File: src/rtl/pos_mask_builder.sv
// Rebuilds a set-bit mask from a framed stream of bit positions into a one-entry output slot.
// Optional duplicate-position detection is compiled in with POS_MASK_DUP_DETECT_EN.
module pos_mask_builder #(
    parameter int unsigned MASK_W = 8,
    localparam int unsigned POS_W = $clog2(MASK_W)
) (
    input  logic              clk,
    input  logic              areset_n,
    input  logic              in_valid,
    output logic              in_ready,
    input  logic [POS_W-1:0]  in_pos,
    input  logic              in_last,
    output logic              out_valid,
    input  logic              out_ready,
    output logic [MASK_W-1:0] out_mask,
    output logic [POS_W:0]    out_count,
    output logic              out_dup
);

    logic [MASK_W-1:0] r_acc;
    logic              r_valid;
    logic [MASK_W-1:0] r_mask;
    logic [POS_W:0]    r_count;

    logic [MASK_W-1:0] w_onehot;
    logic [MASK_W-1:0] w_frame;
    logic [POS_W:0]    w_count;
    logic              w_accept;
    logic              w_load;

    // Out-of-range positions decode to an all-zero one-hot, so they set no bit.
    always_comb begin
        w_onehot = '0;
        for (int i = 0; i < MASK_W; i++) begin
            if (in_pos == POS_W'(i)) begin
                w_onehot[i] = 1'b1;
            end
        end
    end

    assign w_frame = r_acc | w_onehot;

    always_comb begin
        w_count = '0;
        for (int i = 0; i < MASK_W; i++) begin
            w_count = w_count + (POS_W + 1)'(w_frame[i]);
        end
    end

    assign in_ready = !in_last || !r_valid || out_ready;
    assign w_accept = in_valid && in_ready;
    assign w_load   = w_accept && in_last;

    always_ff @(posedge clk or negedge areset_n) begin
        if (!areset_n) begin
            r_acc   <= '0;
            r_valid <= 1'b0;
            r_mask  <= '0;
            r_count <= '0;
        end else begin
            if (w_accept) begin
                r_acc <= in_last ? '0 : w_frame;
            end
            // A load in the same cycle as a drain keeps the slot full with no bubble.
            if (w_load) begin
                r_valid <= 1'b1;
                r_mask  <= w_frame;
                r_count <= w_count;
            end else if (r_valid && out_ready) begin
                r_valid <= 1'b0;
            end
        end
    end

`ifdef POS_MASK_DUP_DETECT_EN
    logic r_dup_acc;
    logic r_dup;
    logic w_hit;

    assign w_hit = |(r_acc & w_onehot);

    always_ff @(posedge clk or negedge areset_n) begin
        if (!areset_n) begin
            r_dup_acc <= 1'b0;
            r_dup     <= 1'b0;
        end else if (w_accept) begin
            if (in_last) begin
                r_dup_acc <= 1'b0;
                r_dup     <= r_dup_acc | w_hit;
            end else begin
                r_dup_acc <= r_dup_acc | w_hit;
            end
        end
    end

    assign out_dup = r_dup;
`else
    assign out_dup = 1'b0;
`endif

    assign out_valid = r_valid;
    assign out_mask  = r_mask;
    assign out_count = r_count;

endmodule

File: config.mk
export PLATFORM = sky130hd
export DESIGN_NAME = pos_mask_builder
export DESIGN_NICKNAME = d
export VERILOG_FILES = /design/src/rtl/pos_mask_builder.sv
export SDC_FILE = /design/constraint.sdc
export NUM_CORES = 1
export LEC_CHECK = 0
export BUFFER_PORTS_ARGS = -buffer_cell sky130_fd_sc_hd__buf_2
export CORE_UTILIZATION = 30
export CTS_BUF_LIST = sky130_fd_sc_hd__clkbuf_4 sky130_fd_sc_hd__clkbuf_8
export CTS_CLUSTER_DIAMETER = 30
export CTS_CLUSTER_SIZE = 14
export DETAILED_ROUTE_END_ITERATION = 8
export GPL_ROUTABILITY_DRIVEN = 1
export PLACE_DENSITY = 0.57
export SLEW_MARGIN = 20
export SYNTH_ARGS = -nofsm -noshare
export SYNTH_HDL_FRONTEND = slang
export SYNTH_SLANG_ARGS = --single-unit
export TNS_END_PERCENT = 20
File: constraint.sdc
create_clock -name clk -period 3.6 [get_ports clk]
set_input_delay 0.36 -clock clk [delete_from_list [all_inputs] [get_ports clk]]
set_output_delay 0.36 -clock clk [all_outputs]
set_load 0.03 [all_outputs]
# Word-level counts from Yosys, hierarchy flattened
# Index checks and enable logic that the tools add are counted.
# word_totals
ff_bits	21
in_bits	8
out_inout_bits	15
elab_cells	39
# op_classes
add_sub_neg	7
bitwise_logic	1
n_reduce_logical	9
n_mux	11
eq_ne	7
# ops
operator	count
$add 4x1->4	4
$eq 3x3->1 const B	4
$mux 1	10
$mux 8	1
$or 8x8->8	1
$eq 3x2->1 const B	2
$add 3x1->4	1
$add 2x1->3	1
$eq 3x1->1 const B	1
$logic_and 1x1->1	3
$logic_not 3->1	1
$add 1x1->2	1
$logic_not 1->1	2
$logic_or 1x1->1	2
$reduce_bool 2->1	1

# Depth between registers and ports, before layout
# Gate-level depths: netlist of run 1.
# logic_depth
word_depth	10
ltp_mapped	12
depth_no_buf	12

# Worst setup path before layout of run 1
# No wires, ideal clock.
# synth_timing
path_type	in2reg
from	input in_pos[0]
to	register r_count[2] (netlist: out_count[2])
cell_stages	12
n_path_buf	0
setup_time_ns	0.125
required_time_ns	3.475
slack_ns	0.367
t_arrival_ns	3.108
cell_sequence	nor2b_1 a21o_2 fa_1 fa_1 inv_1 fa_1 inv_1 ha_1 inv_1 fa_1 xnor2_1 mux2_4
# synth_via
elab_chain_cells	10
elab_cells_between_ends	24
cone_classes	add/sub: 7; eq/ne: 7; mux: 8; bitwise: 1; reduce/logical: 1
# synth_rtl
element	line_no	rtl
from (decl)	11	input logic [POS_W-1:0] in_pos,
$eq 3x1->1	35	if (in_pos == POS_W'(i)) begin
$mux 1	35	
$or 8x8->8	41	assign w_frame = r_acc | w_onehot;
net w_frame[1]	26	logic [MASK_W-1:0] w_frame;
$add 1x1->2	46	w_count = w_count + (POS_W + 1)'(w_frame[i]);
$add 2x1->3	46	
$add 3x1->4	46	
$add 4x1->4 (4 in a row)	46	
to (signal assigned)	68	r_count <= w_count;
to (decl)	23	logic [POS_W:0] r_count;
# The timed path passes the listed nets, and every way through them passes these cells.
# A chain may end at the register's enable or synchronous reset.

# Worst setup path in the final report of run 1
# layout_timing
from	register r_acc[1]
to	register r_count[2] (netlist: out_count[2])
# layout_via
elab_chain_cells	8
# layout_rtl
element	line_no	rtl
from (decl)	20	logic [MASK_W-1:0] r_acc;
from (signal assigned)	62	r_acc <= in_last ? '0 : w_frame;
$or 8x8->8	41	
net w_frame[1]	26	
$add 1x1->2	46	
$add 2x1->3	46	
$add 3x1->4	46	
$add 4x1->4 (4 in a row)	46	
# The timed path passes the listed nets, and every way through them passes these cells.

==> impl_metrics.yaml, run 1 <==
critical_path:
  worstSetupPathType: "reg -> reg"
  cp_data_required_time_ns: 3.75
  worstSetupStartpointType: "flip-flop"
  cpMostUsedCell: "fa_1"
  crit_family: "adder cells"
  critPathArrivalTime_ns: 3.37
  slowest_delay_ns: 0.49
  worstPathBufferInverterCount: 3
  crit_chain: "a21o_2, fa_1, fa_1, inv_1, fa_1, inv_1, ha_1, inv_1, fa_1, xnor2_1, mux2_4"
  endpoint_kind: "flip-flop"
  crit_fanout: 2
  critical-path-slowest-cell: "fa_1"
floorplanning:
  dieWidth_um: 62.9
  num_rows: 21
  coreArea_um2: 3440
  start_util_pct: 32.3
  fp.dieH_um: 62.9
  io_pins: 23
  die_area_um2: 3960
min_path:
  hold_path.class: "in -> async"
synth:
  syn_inst: 91
  yosysTopAreaCellShare_pct: 47.2
  synthFlopType: "dfrtp_1"
  ys_seq_area_share_pct: 47.2
  syn_nets: 106
  synth_area_leader_cell: "dfrtp_1"
  async_flop_share_pct: 100
  yosysWarnings: 0
  mappedNetlistArea_um2: 1110
  avgSynthCellArea_um2: 12.2
  synth_edf_count: 0
  ys_ff_latch: 21
  synth_area_leaders: "dfrtp_1 47%, mux2_4 11%, fa_1 7.2%"
  synth_common_cells: "21 x dfrtp_1, 11 x o21ai_0, 8 x inv_1, 8 x mux2_4, 5 x a21boi_0"
  yosysMostFrequentCell: "dfrtp_1"
  post_synth_num_cell_types: 28
pwr:
  static-leakage-power_nw: 0.652
  ir_worst_vdd_uv: 266
  power_density_nw_per_um2: 480
detailed_routing:
  drt_wl_total_um: 2140
  avgRoutedWirePerCell_um: 13.3
  first_iter_violations: 27
  drc: 0
  via_per_inst: 4.64
  num_vias: 743
  firstDrtPassIters: 4
  antenna_left: 0
global_route:
  track_usage_pct: 11.9
  grt_remaining_overflow: 0
  grt_pass1_vias: 702
  grt_pass1_wl_um: 3590
  grt_max_degree: 22
  antenna_found_initial: 0
placed_design:
  gp_congestion: 0.803
  dpl.cell_count: 156
  dpl_worst_slack_ns: 0.0986
  io_buffers: 21
  dp_hpwl_um: 1520
clock_network:
  cts_tree: "yes"
  clkSlewWorstSetupHoldPaths_ns: 0.08
  cts_buffer_depth: 2
  cts_hold_buf: 0
  cts-root-buf: "clkbuf_8"
  clk_latency_ns: 0.26
  cts_sinks: 21
  cts_max_level: 1
  post_cts_buffers: 0
  cts_resized: 0
  cts_buffers: 3
timing:
  hold_viol_final: 0
  fin_skew_ns: 0.00532
  grt_setup_unrepaired: "no"
  finalWorstSetupSlack_ns: 0.377
  tns_ns: 0
  finalCriticalPeriod_ns: 3.22
  fmax_mhz: 310
  whs_ns: 0.0511
  finalCritPeriodShare_pct: 89.5
  finalSetupViolations: 0
  slew_violations: 0
status:
  outcome: "finished, final reports clean"
flow_run:
  max_cap_viol_count: 0
layout:
  antennaDiodeCount: 0
  drive_gt1_share_pct: 34.2
  synthToLayoutAreaGrowth_pct: 16.8
  finalNonFillerCells: 160
  fin_nets: 130
-- area by class of cell --
cell class / count / area (um2)
Tap cell: 46 / 57.6
Multi-Input combinational cell: 58 / 523
Clock buffer: 3 / 41.3
Sequential cell: 21 / 526
Fill cell: 344 / 2140
Timing Repair Buffer: 22 / 113
Clock inverter: 1 / 5.00
Inverter: 9 / 33.8
-- worst reg2reg max path, stage by stage (launching register included) --
cell and delay, ns:
dfrtp_1 0.39, a21o_2 0.21, fa_1 0.49, fa_1 0.49
inv_1 0.05, fa_1 0.43, inv_1 0.07, ha_1 0.16
inv_1 0.06, fa_1 0.37, xnor2_1 0.14, mux2_4 0.26
-- per-layer routing --
layer | routed length, um | global-route usage [%]
met4 | 14 | 6.10
met2 | 913 | 15.7
met5 | 0 | 0
met1 | 1120 | 18.1
met3 | 83 | 1.82
-- sequential cells by signal, indices dropped and copies added, names as in the netlist --
register   flops
out_count      4
r_acc          8
out_mask       8
out_valid      1
-- stage by stage --
step	power [mW]	util [%]	cell area (um2)
global placement	0.472	36.4	1250
detailed placement	0.475	36.4	1250
global route	0.666	37.7	1300
floorplan	0.420	-	1110
finish	0.623	37.7	1300
CTS	0.636	37.7	1300
-- placed cells by master, fill, tap and decap left out, types with 2 or more instances in the layout --
cell / synthesis / layout
o31ai_1: 3 / 3
dfrtp_1: 21 / 21
nor2b_1: 2 / 2
buf_2: 0 / 21
clkbuf_8: 0 / 3
ha_1: 3 / 3
a31o_1: 2 / 2
a21o_1: 2 / 2
inv_1: 8 / 8
nand2b_1: 2 / 2
a21boi_0: 5 / 5
mux2_4: 8 / 8
o21ai_0: 11 / 11
fa_1: 4 / 4
a21oi_1: 4 / 4
-- path summary, 6_finish.rpt --
check,start,to,slack (ns),cells after the start
hold / removal,areset_n,out_mask[1],0.05,1
setup / recovery,r_acc[1],out_count[2],0.38,11
hold reg to reg,out_mask[7],out_mask[7],0.50,2
setup reg to reg,r_acc[1],out_count[2],0.38,11
max in group asynchronous,areset_n,out_count[0],3.22,1
min in group clk,in_pos[2],r_acc[1],0.37,2
-- report_power, final --
part / internal, mW / leakage, nW / switching [mW]
clock network: 0.0771 / 0.0255 / 0.0778
logic: 0.0727 / 0.346 / 0.119
registers: 0.263 / 0.281 / 0.0135
total: 0.413 / 0.652 / 0.210
-- logic make-up (layout without fill, tap and decap cells) --
| kind of cell | count (synthesis) | in the layout | share of synthesized area, % |
|---|---|---|---|
| flip-flops | 21 | 21 | 47.2 |
| AND/OR/NAND/NOR | 9 | 9 | 5.74 |
| adder cells (fa/ha/maj) | 7 | 7 | 10.6 |
| buffers and inverters | 12 | 35 | 5.74 |
| other | 1 | 1 | 0.337 |
| XOR/XNOR | 1 | 1 | 0.788 |
| AO/OA/AOI/OAI | 32 | 32 | 18.8 |
| multiplexers | 8 | 8 | 10.8 |
Note: power is estimated with default switching activity, not from simulation.
==> run 2, diff against run 1 <==
PLACE_DENSITY = unset   (was 0.57)
clock period = 2.78 ns   (was 3.6 ns; I/O delays follow)
==> impl_metrics.yaml, run 2 (same netlist as run 1, synthesis figures left out) <==
clock_network:
  cts_max_level: 1
  cts_tree: "yes"
  cts-root-buf: "clkbuf_8"
  clk_latency_ns: 0.26
  cts_sinks: 21
  cts_buffer_depth: 2
  clkSlewWorstSetupHoldPaths_ns: 0.08
  cts_buffers: 3
global_route:
  grt_pass1_wl_um: 3880
  grt_max_degree: 22
  grt_remaining_overflow: 0
  grt_pass1_vias: 799
  track_usage_pct: 12.7
  antenna_found_initial: 0
layout:
  synthToLayoutAreaGrowth_pct: 27.8
  fin_util_pct: 41.3
  antennaDiodeCount: 0
  fin_nets: 144
  final_cell_mix: "21 x buf_2, 21 x dfrtp_1, 14 x buf_4"
  drive_gt1_share_pct: 43.8
timing:
  tns_ns: -0.657
  grt_setup_unrepaired: "yes"
  fin_skew_ns: 0.00425
  tightest_slew_ns: 0.658
  finalWorstSetupSlack_ns: -0.352
  whs_ns: 0.354
  finalSetupViolations: 3
  max-slew-margin-rel_pct: 56.0
  fmax_mhz: 319
  slew_violations: 0
  finalCriticalPeriod_ns: 3.13
  finalCritPeriodShare_pct: 113
  hold_viol_final: 0
pwr:
  sw_frac_of_total_pct: 34.1
  clock_power_share_pct: 24.3
  p_seq_share_pct: 42.5
  internal_power_mw: 0.557
  power_density_nw_per_um2: 595
  combPwrFrac_pct: 33.1
  static-leakage-power_nw: 0.721
  ir_worst_vdd_uv: 278
  p_switching_mw: 0.288
detailed_routing:
  via_per_inst: 4.68
  drt_wl_total_um: 2330
  avgRoutedWirePerCell_um: 13.4
  firstDrtPassIters: 4
  drc: 0
  first_iter_violations: 28
  num_vias: 814
  antenna_left: 0
critical_path:
  worstSetupPathType: "reg -> reg"
  endpoint_kind: "flip-flop"
  r2r_cells: 11
  critPathArrivalTime_ns: 3.28
  crit_fanout: 2
  cp_data_required_time_ns: 2.93
  worstSetupStartpointType: "flip-flop"
floorplanning:
  dieWidth_um: 62.9
  io_pins: 23
  fp.dieH_um: 62.9
  die_area_um2: 3960
  start_util_pct: 32.3
  num_rows: 21
  coreArea_um2: 3440
min_path:
  hold_path.class: "in -> reg"
  hold_depth: 3
placed_design:
  dp_hpwl_um: 1660
  gp_congestion: 0.809
  io_buffers: 21
status:
  violations: "negative setup slack"
  outcome: "complete, but fails checks"
flow_run:
  max_cap_viol_count: 0
## run 2: power by group through the flow
stage	Clock (mW)	Sequential [mW]	Combinational, mW
floorplan	0	0.428	0.116
global placement	0	0.363	0.264
detailed placement	0	0.365	0.267
CTS	0.210	0.359	0.276
global route	0.224	0.364	0.304
finish	0.206	0.359	0.280
## run 2: worst max-delay path, stage by stage (launching register included)
cell and delay (ns):
dfrtp_1 0.39, a21o_2 0.21, fa_1 0.48, fa_1 0.49
inv_1 0.05, fa_1 0.45, inv_2 0.08, ha_4 0.12
inv_2 0.03, fa_2 0.33, xnor2_1 0.13, mux2_4 0.26
## run 2: layout make-up
type | instances | area, um2
clock buffers | 3 | 41.3
clock inverters | 1 | 5.00
fillers | 330 | 2020
inverters | 9 | 33.8
multi-input cells | 58 | 538
flip-flops and latches | 21 | 526
well taps | 46 | 57.6
repair buffers | 36 | 220
## run 2: final timing paths
path,start,end,slack [ns]
max reg2reg,r_acc[1],out_count[2],-0.35
min in group asynchronous,areset_n,out_count[1],0.51
max in group asynchronous,areset_n,out_mask[4],1.94
min reg2reg,out_mask[3],out_mask[3],0.51
max,r_acc[1],out_count[2],-0.35
min,in_pos[2],r_acc[1],0.35
## run 2: through the flow
stage / instance area, um2 / power (mW) / cells / worst slack (ns)
after detailed placement: 1350 / 0.632 / 168 / -0.535
after global placement: 1350 / 0.627 / 168 / -0.499
final: 1420 / 0.845 / 174 / -0.352
after global routing: 1420 / 0.892 / 174 / -0.427
after floorplan: 1110 / 0.544 / 91 / -0.282
after CTS: 1410 / 0.845 / 174 / -0.389
## run 2: per-layer routing
metal  track usage [%]  wire length, um  up-vias  share of wire (%)
li1                  -                -      393                  -
met1              18.6             1200      397                 51
met2              18.1             1020       20                 44
met3              1.64               73        4                3.1
met4              6.10               33        0                1.4
met5                 0                0        -                  0
## run 2: what timing repair did
| item | CTS | global route |
|---|---|---|
| endpoints found under the setup margin | 4 | 4 |
| pin swaps | 2 | 0 |
| hold buffers | 1 | 0 |
| hold endpoints to repair | 21 | 0 |
| buffers inserted | 1 | 0 |
| resized for setup | 2 | 2 |
==> run 3, diff against run 2 <==
CORE_ASPECT_RATIO = 0.6   (was unset)
==> impl_metrics.yaml, run 3 (same netlist as run 1, synthesis figures left out) <==
status:
  outcome: "complete, but fails checks"
  violations: "negative setup slack"
placed_design:
  placed_cell_area_um2: 1340
  dpl_worst_slack_ns: -0.600
  io_buffers: 21
  dp_hpwl_um: 1830
  gp_congestion: 0.880
clock_network:
  clkSlewWorstSetupHoldPaths_ns: 0.08
  clk_latency_ns: 0.27
  cts_tree: "yes"
  cts_max_level: 1
  cts_buffers: 3
  cts_sinks: 21
  cts-root-buf: "clkbuf_8"
  cts_buffer_depth: 2
flow_run:
  max_cap_viol_count: 0
critical_path:
  r2r_cells: 11
  crit_fanout: 2
  r2r-start: "r_acc[1]"
  critPathArrivalTime_ns: 3.32
  reg2reg_to: "out_count[2]"
  cp_data_required_time_ns: 2.94
  worstSetupPathType: "reg -> reg"
  endpoint_kind: "flip-flop"
  worstSetupStartpointType: "flip-flop"
  rrSetupSlack_ns: -0.38
timing:
  tightest_slew_ns: 0.793
  grt_setup_unrepaired: "yes"
  finalCritPeriodShare_pct: 114
  tns_ns: -0.778
  whs_ns: 0.372
  finalWorstSetupSlack_ns: -0.384
  finalCriticalPeriod_ns: 3.16
  slew_violations: 0
  fmax_mhz: 316
  finalSetupViolations: 3
  max-slew-margin-rel_pct: 47.0
  fin_skew_ns: 0.00445
  hold_viol_final: 0
min_path:
  min_from: "in_pos[2]"
  hold_depth: 3
  hold_path_end: "r_acc[1]"
  hold_path.class: "in -> reg"
pwr:
  ir_worst_vdd_uv: 411
  p_switching_mw: 0.291
  internal_power_mw: 0.561
  p_seq_share_pct: 42.3
  clock_power_share_pct: 23.7
  combPwrFrac_pct: 34.1
  power_density_nw_per_um2: 595
  static-leakage-power_nw: 0.729
  sw_frac_of_total_pct: 34.1
detailed_routing:
  first_iter_violations: 79
  drc: 0
  antenna_left: 0
  firstDrtPassIters: 4
  via_per_inst: 4.60
  drt_wl_total_um: 2490
  avgRoutedWirePerCell_um: 14.3
  num_vias: 800
global_route:
  grt_remaining_overflow: 0
  grt_pass1_wl_um: 4080
  grt_max_degree: 22
  antenna_found_initial: 0
  track_usage_pct: 14.4
  grt_pass1_vias: 825
layout:
  final_cell_mix: "21 x buf_2, 21 x dfrtp_1, 15 x buf_4"
  drive_gt1_share_pct: 44.2
  antennaDiodeCount: 0
  synthToLayoutAreaGrowth_pct: 28.8
  stdcell_area_um2: 1430
  fin_nets: 145
  fin_util_pct: 42.1
floorplanning:
  die_area_um2: 3960
  start_util_pct: 32.7
  dieWidth_um: 80.6
  io_pins: 23
  coreArea_um2: 3400
  fp.dieH_um: 49.2
  num_rows: 16
-- run 3: metal layers --
metal	vias up	share of wire, %	track usage (%)
met5	-	0	0
met1	383	57	22.5
met2	22	36	17.8
met3	2	5.4	5.05
li1	393	-	-
met4	0	0.76	4.46
-- run 3: repair_timing --
item                                   CTS  global route
pin swaps                                2             0
hold buffers                             1             0
gates resized for setup                  3             1
buffers inserted                         1             1
setup endpoints to repair                4             4
endpoints found under the hold margin   21             0
cloned                                   0             0
-- run 3: final cells by class --
| type | instances | area (um2) |
|---|---|---|
| repair buffers | 37 | 228 |
| inverters | 9 | 33.8 |
| flip-flops and latches | 21 | 526 |
| fillers | 323 | 1970 |
| well taps | 45 | 56.3 |
| multi-input cells | 58 | 543 |
| clock inverters | 1 | 5.00 |
| clock buffers | 3 | 41.3 |
-- run 3: how the worst max path moves through the flow --
stage                         start            to  slack (ns)  cells past startpoint
final                      r_acc[1]  out_count[2]       -0.38                     11
after global routing       r_acc[3]  out_count[2]       -0.45                     11
after CTS                  r_acc[1]  out_count[2]       -0.38                     11
after detailed placement  in_pos[0]  out_count[1]       -0.60                     12
after global placement    in_pos[0]  out_count[2]       -0.53                     13
after floorplan           in_pos[0]  out_count[2]       -0.28                     12
-- run 3: critical path, stage by stage (launching register included) --
cell and delay, ns:
dfrtp_1 0.40, a21o_2 0.22, fa_1 0.47, fa_1 0.49
inv_1 0.05, fa_1 0.42, inv_1 0.11, ha_4 0.14
inv_2 0.03, fa_2 0.32, xnor2_1 0.13, mux2_4 0.26
-- run 3: metrics by stage --
stage	power (mW)	std cells
floorplan	0.544	91
CTS	0.853	173
detailed placement	0.636	167
finish	0.852	174
global route	0.905	174
global placement	0.629	167
-- run 3: power by group through the flow --
stage                     combinational [mW]  clock [mW]  sequential, mW
after floorplan                        0.116           0           0.428
after CTS                              0.282       0.210           0.361
after global placement                 0.267           0           0.362
after global routing                   0.317       0.224           0.364
after detailed placement               0.270           0           0.366
final                                  0.290       0.202           0.360
